<file path="src/rtl/psub_seq_pkg.sv">
// Shared types and constants for the sequential saturating add/sub engine.
package psub_seq_pkg;

    typedef enum logic [1:0] {
        IDLE = 2'd0,
        RUN  = 2'd1,
        DONE = 2'd2
    } state_t;

    localparam int LANE_W    = 4;
    localparam int NUM_LANES = 4;

    localparam logic [3:0]  SAT_POS4  = 4'h7;
    localparam logic [3:0]  SAT_NEG4  = 4'h8;
    localparam logic [15:0] SAT_POS16 = 16'h7FFF;
    localparam logic [15:0] SAT_NEG16 = 16'h8000;

    typedef struct packed {
        logic        sub;
        logic        pad;
        logic [15:0] a;
        logic [15:0] b;
    } op_t;

endpackage

</file>
<file path="src/rtl/psub_seq_lane_addsub.sv">
// One 4-bit lane of the add/sub datapath: raw sum, carry-out and
// signed overflow computed against the effective (possibly inverted) B.
module lane_addsub
    import psub_seq_pkg::*;
(
    input  logic [LANE_W-1:0] a,
    input  logic [LANE_W-1:0] b,
    input  logic              sub,
    input  logic              cin,
    output logic [LANE_W-1:0] sum,
    output logic              cout,
    output logic              lane_ovfl
);

    logic [LANE_W-1:0] eb;
    logic [LANE_W:0]   full;

    always_comb begin
        eb   = sub ? ~b : b;
        full = {1'b0, a} + {1'b0, eb} + {{LANE_W{1'b0}}, cin};
        sum  = full[LANE_W-1:0];
        cout = full[LANE_W];
        lane_ovfl = (a[LANE_W-1] == eb[LANE_W-1]) &&
                    (sum[LANE_W-1] != a[LANE_W-1]);
    end

endmodule

</file>
<file path="src/rtl/psub_seq.sv">
// Multi-cycle saturating add/sub: one 4-bit lane per clock, full-width
// or per-lane saturation, start/done handshake with the execute stage.
module psub_seq
    import psub_seq_pkg::*;
#(
    parameter int WIDTH = 16,
    parameter int LANE  = 4
) (
    input  logic             clk,
    input  logic             rst_n,
    input  logic             start,
    input  logic             sub,
    input  logic             pad,
    input  logic [WIDTH-1:0] A,
    input  logic [WIDTH-1:0] B,
    output logic             busy,
    output logic             done,
    output logic [WIDTH-1:0] result,
    output logic             ovfl
);

    state_t            state;
    state_t            state_nx;
    op_t               op;
    logic [1:0]        idx;
    logic              carry_reg;
    logic [WIDTH-1:0]  acc;
    logic              ovfl_acc;

    logic [LANE-1:0]   a_lane;
    logic [LANE-1:0]   b_lane;
    logic              cin;
    logic [LANE-1:0]   sum;
    logic              cout;
    logic              lane_ovfl;
    logic [LANE-1:0]   lane_val;
    logic [WIDTH-1:0]  final_res;
    logic              final_ovfl;
    logic              last_lane;

    always_comb begin
        a_lane = op.a[int'(idx)*LANE +: LANE];
        b_lane = op.b[int'(idx)*LANE +: LANE];
        cin    = op.pad ? op.sub : carry_reg;
    end

    lane_addsub u_lane (
        .a         (a_lane),
        .b         (b_lane),
        .sub       (op.sub),
        .cin       (cin),
        .sum       (sum),
        .cout      (cout),
        .lane_ovfl (lane_ovfl)
    );

    // Saturation direction follows the sign of the A operand.
    always_comb begin
        last_lane = (idx == 2'(NUM_LANES - 1));
        lane_val  = sum;
        if (op.pad && lane_ovfl) begin
            lane_val = a_lane[LANE-1] ? SAT_NEG4 : SAT_POS4;
        end
        final_res  = {lane_val, acc[WIDTH-LANE-1:0]};
        final_ovfl = lane_ovfl;
        if (op.pad) begin
            final_ovfl = ovfl_acc | lane_ovfl;
        end else if (lane_ovfl) begin
            final_res = op.a[WIDTH-1] ? SAT_NEG16 : SAT_POS16;
        end
    end

    always_comb begin
        state_nx = state;
        unique case (state)
            IDLE:    if (start) state_nx = RUN;
            RUN:     if (last_lane) state_nx = DONE;
            DONE:    state_nx = IDLE;
            default: state_nx = IDLE;
        endcase
    end

    assign busy = (state != IDLE);
    assign done = (state == DONE);

    always_ff @(posedge clk or negedge rst_n) begin
        if (!rst_n) begin
            state     <= IDLE;
            op        <= '0;
            idx       <= '0;
            carry_reg <= 1'b0;
            acc       <= '0;
            ovfl_acc  <= 1'b0;
            result    <= '0;
            ovfl      <= 1'b0;
        end else begin
            state <= state_nx;
            unique case (state)
                IDLE: begin
                    if (start) begin
                        op        <= '{sub: sub, pad: pad, a: A, b: B};
                        idx       <= '0;
                        carry_reg <= sub;
                        acc       <= '0;
                        ovfl_acc  <= 1'b0;
                    end
                end
                RUN: begin
                    acc[int'(idx)*LANE +: LANE] <= lane_val;
                    carry_reg <= cout;
                    ovfl_acc  <= ovfl_acc | (op.pad & lane_ovfl);
                    idx       <= idx + 2'd1;
                    if (last_lane) begin
                        result <= final_res;
                        ovfl   <= final_ovfl;
                    end
                end
                default: ;
            endcase
        end
    end

endmodule

</file>
<file path="config.mk">
export PLATFORM = sky130hd
export DESIGN_NAME = psub_seq
export DESIGN_NICKNAME = d
export VERILOG_FILES = /design/src/rtl/psub_seq_pkg.sv /design/src/rtl/psub_seq_lane_addsub.sv /design/src/rtl/psub_seq.sv
export SDC_FILE = /design/constraint.sdc
export NUM_CORES = 1
export LEC_CHECK = 0
export CAP_MARGIN = 10
export CORE_ASPECT_RATIO = 1.25
export CORE_UTILIZATION = 54
export DETAILED_ROUTE_END_ITERATION = 16
export PLACE_DENSITY = 0.89
export RECOVER_POWER = 100
export SETUP_SLACK_MARGIN = 0.3
export SLEW_MARGIN = 40
export SYNTH_ARGS = -nofsm -noshare
export SYNTH_HDL_FRONTEND = slang
export SYNTH_SLANG_ARGS = --single-unit
</file>
<file path="constraint.sdc">
create_clock -name clk -period 9 [get_ports clk]
set_input_delay 1.35 -clock clk [delete_from_list [all_inputs] [get_ports clk]]
set_output_delay 1.35 -clock clk [all_outputs]
set_load 0.02 [all_outputs]
</file>
==> PnR_summary.wiki, run 1 <==
{| class="wikitable"
! Metric !! Value
|-
| Cells along the critical path || mux4_2 -> xnor2_1 -> fa_1 -> nand3b_1 -> a21boi_0 -> o41a_1 -> a21oi_1
|-
| Layout cells sized above 1 || 7.26%
|-
| Root buf cell || clkbuf_8
|-
| Outcome || finished, violations left
|-
| Maximum clock path buffer count || 2
|-
| DRT Pass-1 Iters || 5
|-
| Die span in x || 73.2 um
|-
| Area occupied by registers || around 1700 sq um
|-
| Violated checks || max-capacitance violations, max-slew violations
|-
| Final wirelength || 7110 um
|-
| Critical path peak fanout || 17
|-
| Clock transition time at the flip-flop clock pins of the worst setup and hold paths || around 0.070 ns
|-
| Placement-stage worst setup slack || 5.25 ns
|-
| Prevailing post-synth register cell || dfrtp_1
|-
| Final hold violation count || 0
|-
| Die Span Y || 91.0 um
|-
| Setup Total Neg Slack || 0 ns
|-
| Crit-path leading delay family || compound AO/OA/AOI/OAI gates
|-
| Worst Tran Pin Value || 3.57 ns
|-
| Compound-cell area share of the yosys netlist || between 10% and 20%
|-
| Number of enable-type register cells in the synthesized netlist || 0
|-
| Fraction of synthesis flops using an asynchronous set or reset pin || 100%
|-
| Synth-to-Final Area Change || 23.0%
|-
| Leading area contributor after synthesis || dfrtp_1
|-
| Hold buffers post-CTS || 0
|-
| Worst-case hold slack || about 0.47 ns
|-
| Sink of the worst hold path || result[13]$_DFFE_PN0P_
|-
| TritonCTS clock tree || yes
|-
| Setup slack after layout || 4.29 ns
|-
| Main combinational cell family by area after synthesis || simple AND/OR/NAND/NOR gates
|-
| Worst Path Arrival || around 4.9 ns
|-
| Most common cell after layout, fill and taps aside || nand2_1
|-
| Mapped cell area || 3420 sq um
|-
| HP Class || flip-flop to flip-flop
|-
| H-tree level count || 3
|-
| Dominant cells by area after synthesis || dfrtp_1, nand2_1, mux4_2, o31ai_1, o21ai_0
|-
| Avg WL per Cell || 14.3 um
|-
| Multi-input gate area || 1520 sq um
|-
| Synthesized-area fraction occupied by and/or/nand/nor cells || around a fifth
|-
| All-layer global routing usage || 23.5%
|-
| Synthesized area per cell || 9.46 sq um
|-
| First-pass GRT wire length || between 10000 and 15000 um
|-
| Post-synthesis cell type count || 42
|-
| Register name with the most flops || op
|-
| Portion of synthesized cell area occupied by the leading cell type || 50.4%
|-
| XOR/XNOR share of the synthesized area || 1.28%
|-
| Worst Setup End Kind || flip-flop
|-
| Clock period minus worst slack || 4.71 ns
|-
| Fill cell instance count of the final layout || around 480
|-
| Post-detailed-route count of antenna-violating nets || 0
|-
| Post-CTS Setup Bufs || 0
|-
| Total buffers and inverters traversed by the critical path || 0
|-
| TritonCTS buffer count || 9
|-
| Mapped Nets || a little over 400
|-
| Stage delay of the slowest cell on the critical path || between 1 and 1.5 ns
|-
| Setup repair after global routing missed its margin || false
|-
| Sequential share of the synthesized area || between 50% and 60%
|-
| Number of nets in the layout || between 400 and 500
|-
| CP required || 9.20 ns
|-
| Die area || between 6000 and 7000 sq um
|-
| Core Box Area || 6130 sq um
|-
| Number of diodes added for antenna fixing || 0
|-
| Worst setup SP type || flip-flop
|-
| Final HPWL DP || 5040 um
|-
| Final critical-path share of the clock period || between 50 and 60%
|-
| Area share of fa/ha/maj cells after synthesis || 3.73%
|-
| Worst skew pair latency || 0.35 ns
|-
| Final setup violation count || 0
|-
| Final Max Tran Viols || 88
|-
| CTS sink count || ~70
|-
| Register-to-Register Setup Slack || 4.29 ns
|-
| FF-to-FF Start || idx[0]$_DFFE_PN0P_
|-
| Number of synthesis warnings || 0
|-
| Via count of the first global-routing pass || between 2000 and 3000
|-
| Post-Synthesis Cells || 362
|-
| Gates resized, CTS repair || 0
|-
| Maximum frequency from static timing analysis || 212 MHz
|-
| Reg-to-Reg End || result[8]$_DFFE_PN0P_
|-
| Leading cell types in the layout, fill and taps excluded || nand2_1, dfrtp_1, clkdlybuf4s50_1, dlygate4sd3_1, o21ai_0
|-
| Number of antenna violations at the first check in global routing || 0
|-
| Reg2Reg Depth || 7
|-
| Count of input and output buffers || 55
|-
| Final weighted congestion in routability-driven placement || 0.852
|-
| Total of flip-flops plus latches after synthesis || 69
|-
| Final cell count without fillers || between 400 and 500
|-
| Initial cell density of the core || between 50% and 60%
|-
| Flip-flop count of the largest register, all copies and words added || 34
|-
| Fraction of synthesized area in multiplexers || roughly 5.6%
|-
| Total placed cells including tap cells || 482
|-
| Headroom to the max-slew limit || -138%
|-
| Number of DRC violations after detailed-routing iteration 0 || 146
|-
| IO Pins || 56
|-
| Largest registers || op x34, result x16, acc x12
|-
| Critical path type || flip-flop to flip-flop
|-
| Maximum Capacitance Violations || 2
|-
| Startpoint of the most critical hold path || result[13]$_DFFE_PN0P_
|-
| Final Skew || ~0.011 ns
|-
| Final global-route overflow total || 0
|-
| Ratio of routed vias to standard cells || 5.46
|-
| Row Count || 32
|-
| Worst path slowest cell || a21boi_0
|-
| Detailed-route DRC error count || 0
|-
| Via total after detailed routing || 2720
|-
| Largest net degree at the start of global routing || 70
|-
| Number of cells on the worst hold path || 2
|}
metrics by stage:
stage / util, % / cell area (sq um)
after global placement: 65.2 / 4000
after global routing: 68.7 / 4210
after CTS: 69.5 / 4260
final: 68.7 / 4210
after floorplan: - / 3420
after detailed placement: 65.3 / 4000
cell families (layout without fill, tap and decap cells):
group | after synthesis | after routing
compound gates | 76 | 76
simple gates | 160 | 160
fa+ha+maj | 9 | 9
xor+xnor | 5 | 5
mux | 9 | 9
flops | 69 | 69
buf+inv | 34 | 85
worst max path at each step:
stage / startpoint / endpoint / slack, ns / cells after the start
2_1_floorplan: idx[0]$_DFFE_PN0P_ / result[0]$_DFFE_PN0P_ / 5.61 / 10
3_3_place_gp: idx[0]$_DFFE_PN0P_ / result[6]$_DFFE_PN0P_ / 5.40 / 7
3_5_place_dp: idx[0]$_DFFE_PN0P_ / result[7]$_DFFE_PN0P_ / 5.25 / 7
4_1_cts: idx[0]$_DFFE_PN0P_ / result[7]$_DFFE_PN0P_ / 5.23 / 7
5_1_grt: rst_n / result[15]$_DFFE_PN0P_ / 3.91 / 2
6_report: idx[0]$_DFFE_PN0P_ / result[8]$_DFFE_PN0P_ / 4.29 / 7
cell type report:
class / instances / area share [%]
clock buffers: 10 / 3.03
clock inverters: 6 / 3.18
repair buffers: 57 / 13.1
flip-flops and latches: 69 / 41.0
well taps: 85 / 2.53
multi-input cells: 259 / 36.0
inverters: 12 / 1.07
synthesized netlist by cell type, types with 2 or more instances:
master	instances
nor2_1	16
xnor2_1	2
a21oi_1	11
nor2b_1	6
a21oi_2	10
nand3b_1	2
mux4_2	8
buf_6	2
buf_2	2
xor2_1	3
a211oi_1	2
nand2b_1	2
o31ai_1	17
o22ai_1	2
ha_1	7
o21a_1	4
clkbuf_1	17
dfrtp_1	69
a31oi_1	3
o21ai_0	18
nand3_1	5
fa_1	2
inv_1	11
nand2_1	123
tightest hold or removal path, cell delays in order, from the launching register on:
cell	delay [ns]
dfrtp_1	0.34
nand2_1	0.05
o31ai_1	0.05
layer usage:
layer / global-route usage (%) / up-vias / routed length [um]
met3: 6.44 / 20 / 387
met5: 0 / - / 0
met2: 39.7 / 108 / 3680
met1: 27.2 / 1279 / 2840
li1: - / 1313 / -
met4: 11.3 / 0 / 205
Power of run 1 is not shown: default switching activity piles up to over one toggle a cycle in this logic, so the estimate is an artifact.
==> run 2: changes to the inputs <==
--- a/config.mk
+++ b/config.mk
@@ -7,9 +7,9 @@
 export LEC_CHECK = 0
 export CAP_MARGIN = 10
 export CORE_ASPECT_RATIO = 1.25
-export CORE_UTILIZATION = 54
+export CORE_UTILIZATION = 48
 export DETAILED_ROUTE_END_ITERATION = 16
-export PLACE_DENSITY = 0.89
+export PLACE_DENSITY = 0.84
 export RECOVER_POWER = 100
 export SETUP_SLACK_MARGIN = 0.3
 export SLEW_MARGIN = 40
==> constraint.sdc (replaced) <==
create_clock -name clk -period 3.9 [get_ports clk]
set_input_delay 0.585 -clock clk [delete_from_list [all_inputs] [get_ports clk]]
set_output_delay 0.585 -clock clk [all_outputs]
set_load 0.02 [all_outputs]
==> run 2 against run 1 <==
Effect of this change: the flow finishes with violations (design-rule violations, max-capacitance violations, max-slew violations); worst hold slack better by 0.00061 ns; global-route usage is 2.7 points lower; setup slack worse by 3.8 ns; critical path type unchanged.
==> PnR_summary.wiki, run 2 (synthesized netlist as in run 1, its figures left out) <==
{| class="wikitable"
! Metric !! Value
|-
| Outcome || finished, violations left (unchanged)
|-
| Violated checks || design-rule violations, max-capacitance violations, max-slew violations (was max-capacitance violations, max-slew violations)
|-
| Final hold violation count || 0 (unchanged)
|-
| Setup repair after global routing missed its margin || false (unchanged)
|-
| Worst path slowest cell || mux4_2 (was a21boi_0)
|-
| Row Count || 34 (was 32)
|-
| Startpoint of the most critical hold path || op[29]$_DFFE_PN0P_ (was result[13]$_DFFE_PN0P_)
|-
| IO Pins || 56 (unchanged)
|-
| Worst Setup End Kind || flip-flop (unchanged)
|-
| Avg WL per Cell || 13.5 um (was 14.3 um)
|-
| Detailed-route DRC error count || 1 (was 0)
|-
| Critical path type || flip-flop to flip-flop (unchanged)
|-
| Initial cell density of the core || 49.4% (was 55.9%)
|-
| Worst Tran Pin Value || 2.06 ns (was 3.57 ns)
|-
| Synth-to-Final Area Change || 21.1% (was 23.0%)
|-
| Hold buffers post-CTS || 0 (unchanged)
|-
| Number of antenna violations at the first check in global routing || 0 (unchanged)
|-
| Worst skew pair latency || 0.34 ns (was 0.35 ns)
|-
| Layout cells sized above 1 || 7.47% (was 7.26%)
|-
| Gates resized, CTS repair || 0 (unchanged)
|-
| Most common cell after layout, fill and taps aside || nand2_1 (unchanged)
|-
| Via count of the first global-routing pass || 2636 (was 2770)
|-
| Via total after detailed routing || 2669 (was 2720)
|-
| Stage delay of the slowest cell on the critical path || 0.67 ns (was 1.49 ns)
|-
| TritonCTS clock tree || yes (unchanged)
|-
| Setup slack after layout || 0.481 ns (was 4.29 ns)
|-
| Number of diodes added for antenna fixing || 0 (unchanged)
|-
| First-pass GRT wire length || 12000 um (unchanged)
|-
| Headroom to the max-slew limit || -37.5% (was -138%)
|-
| Flip-flop count of the largest register, all copies and words added || 34 (unchanged)
|-
| Worst setup path start || idx[0]$_DFFE_PN0P_ (unchanged)
|-
| Final Max Tran Viols || 41 (was 88)
|-
| Clock period minus worst slack || 3.42 ns (was 4.71 ns)
|-
| Worst setup SP type || flip-flop (unchanged)
|-
| Most congested layer reported by global routing || met2 (unchanged)
|-
| Maximum frequency from static timing analysis || 292 MHz (was 212 MHz)
|-
| Die area || 7480 sq um (was 6660 sq um)
|-
| Count of input and output buffers || 55 (unchanged)
|-
| Final wirelength || 6820 um (was 7110 um)
|-
| Worst Path Arrival || 3.68 ns (was 4.91 ns)
|-
| Clock transition time at the flip-flop clock pins of the worst setup and hold paths || 0.07 ns (about the same)
|-
| Number of DRC violations after detailed-routing iteration 0 || 97 (was 146)
|-
| Setup Total Neg Slack || 0 ns (unchanged)
|-
| Die Span Y || 96.4 um (was 91.0 um)
|-
| Final setup violation count || 0 (unchanged)
|-
| Largest net degree at the start of global routing || 41 (was 70)
|-
| Number of nets in the layout || 457 (was 454)
|-
| GR Layer Usage met1 || 24.5% (was 27.2%)
|-
| CTS sink count || 69 (unchanged)
|-
| H-tree level count || 3 (unchanged)
|-
| Final Instance Area || 4140 sq um (was 4210 sq um)
|-
| Final global-route overflow total || 0 (unchanged)
|-
| Placement-stage worst setup slack || 0.553 ns (was 5.25 ns)
|-
| Maximum Capacitance Violations || 1 (was 2)
|-
| Met3 usage || 5.82% (was 6.44%)
|-
| CP required || 4.16 ns (was 9.20 ns)
|-
| FF-to-FF Start || idx[0]$_DFFE_PN0P_ (unchanged)
|-
| Global routing usage on met2 || 35.6% (was 39.7%)
|-
| Final Skew || 0.00994 ns (was 0.0108 ns)
|-
| Die span in x || 77.5 um (was 73.2 um)
|-
| Post-CTS Setup Bufs || 0 (unchanged)
|-
| Maximum clock path buffer count || 2 (unchanged)
|-
| Critical path peak fanout || 14 (was 17)
|-
| DRT Pass-1 Iters || 10 (was 5)
|-
| Largest registers || op x34, result x16, acc x12 (unchanged)
|-
| Leading cell types in the layout, fill and taps excluded || nand2_1, dfrtp_1, clkdlybuf4s50_1, dlygate4sd3_1, a21oi_1 (was nand2_1, dfrtp_1, clkdlybuf4s50_1, dlygate4sd3_1, o21ai_0)
|-
| Ratio of routed vias to standard cells || 5.29 (was 5.46)
|-
| Core Box Area || 6930 sq um (was 6130 sq um)
|-
| Final critical-path share of the clock period || 87.7% (was 52.3%)
|-
| HP Class || flip-flop to flip-flop (unchanged)
|-
| Root buf cell || clkbuf_8 (unchanged)
|-
| Register name with the most flops || op (unchanged)
|-
| TritonCTS buffer count || 9 (unchanged)
|-
| Final weighted congestion in routability-driven placement || 0.917 (was 0.852)
|-
| Final HPWL DP || 4940 um (was 5040 um)
|-
| Cells along the critical path || clkbuf_1 -> mux4_2 -> ha_1 -> or2_2 -> o41a_1 -> buf_4 -> a21oi_1 (was mux4_2 -> xnor2_1 -> fa_1 -> nand3b_1 -> a21boi_0 -> o41a_1 -> a21oi_1)
|-
| All-layer global routing usage || 20.8% (was 23.5%)
|-
| Placed cell area || 4030 sq um (was 4000 sq um)
|-
| Post-detailed-route count of antenna-violating nets || 0 (unchanged)
|}
-- run 2: cell types whose count changed in the layout (fill, tap and decap cells not counted), moves of 2 or more --
| cell | change |
|---|---|
| a21oi_1 | +2 |
| a21oi_2 | -2 |
| buf_4 | +3 |
| bufinv_16 | -4 |
-- run 2: worst paths after layout --
check | slack [ns] | depth (start not counted) | end
worst min-delay path | 0.47 | 2 | op[29]$_DFFE_PN0P_
max in group asynchronous | 1.45 | 2 | idx[0]$_DFFE_PN0P_
worst max register to register | 0.48 | 7 | result[11]$_DFFE_PN0P_
worst max-delay path | 0.48 | 7 | result[11]$_DFFE_PN0P_
min in group asynchronous | 0.83 | 1 | op[12]$_DFFE_PN0P_
worst min register to register | 0.47 | 2 | op[29]$_DFFE_PN0P_
-- run 2: worst max-delay path: cells and delay by family (launching register included) --
family                     cells  cell delay, ns
AOI/OAI and AO/OA              2            0.58
buffers and inverters          2            0.48
adders and majority gates      1            0.49
and+or+nand+nor                1            0.45
muxes                          1            0.67
DFF                            1            0.66
-- run 2: through the flow --
stage               std cells  util, %  hold WS [ns]
floorplan                 362        -         0.289
global placement          490     58.0         0.454
detailed placement        490     58.1         0.459
CTS                       505     60.4         0.211
global route              505     59.8         0.508
finish                    505     59.8         0.474
-- run 2: cell type report --
class / instances / area [sq um]
Clock buffer: 11 / 131
Tap cell: 90 / 113
Inverter: 12 / 45.0
Fill cell: 621 / 2790
Multi-Input combinational cell: 259 / 1530
Timing Repair Buffer: 60 / 576
Sequential cell: 69 / 1730
Clock inverter: 4 / 26.3
-- run 2: layer usage --
metal	routed length (um)	share of wire (%)
met1	2920	43
met2	3440	50
met5	0	0
met4	187	2.7
met3	278	4.1
Power of run 2 is left out for the same reason.
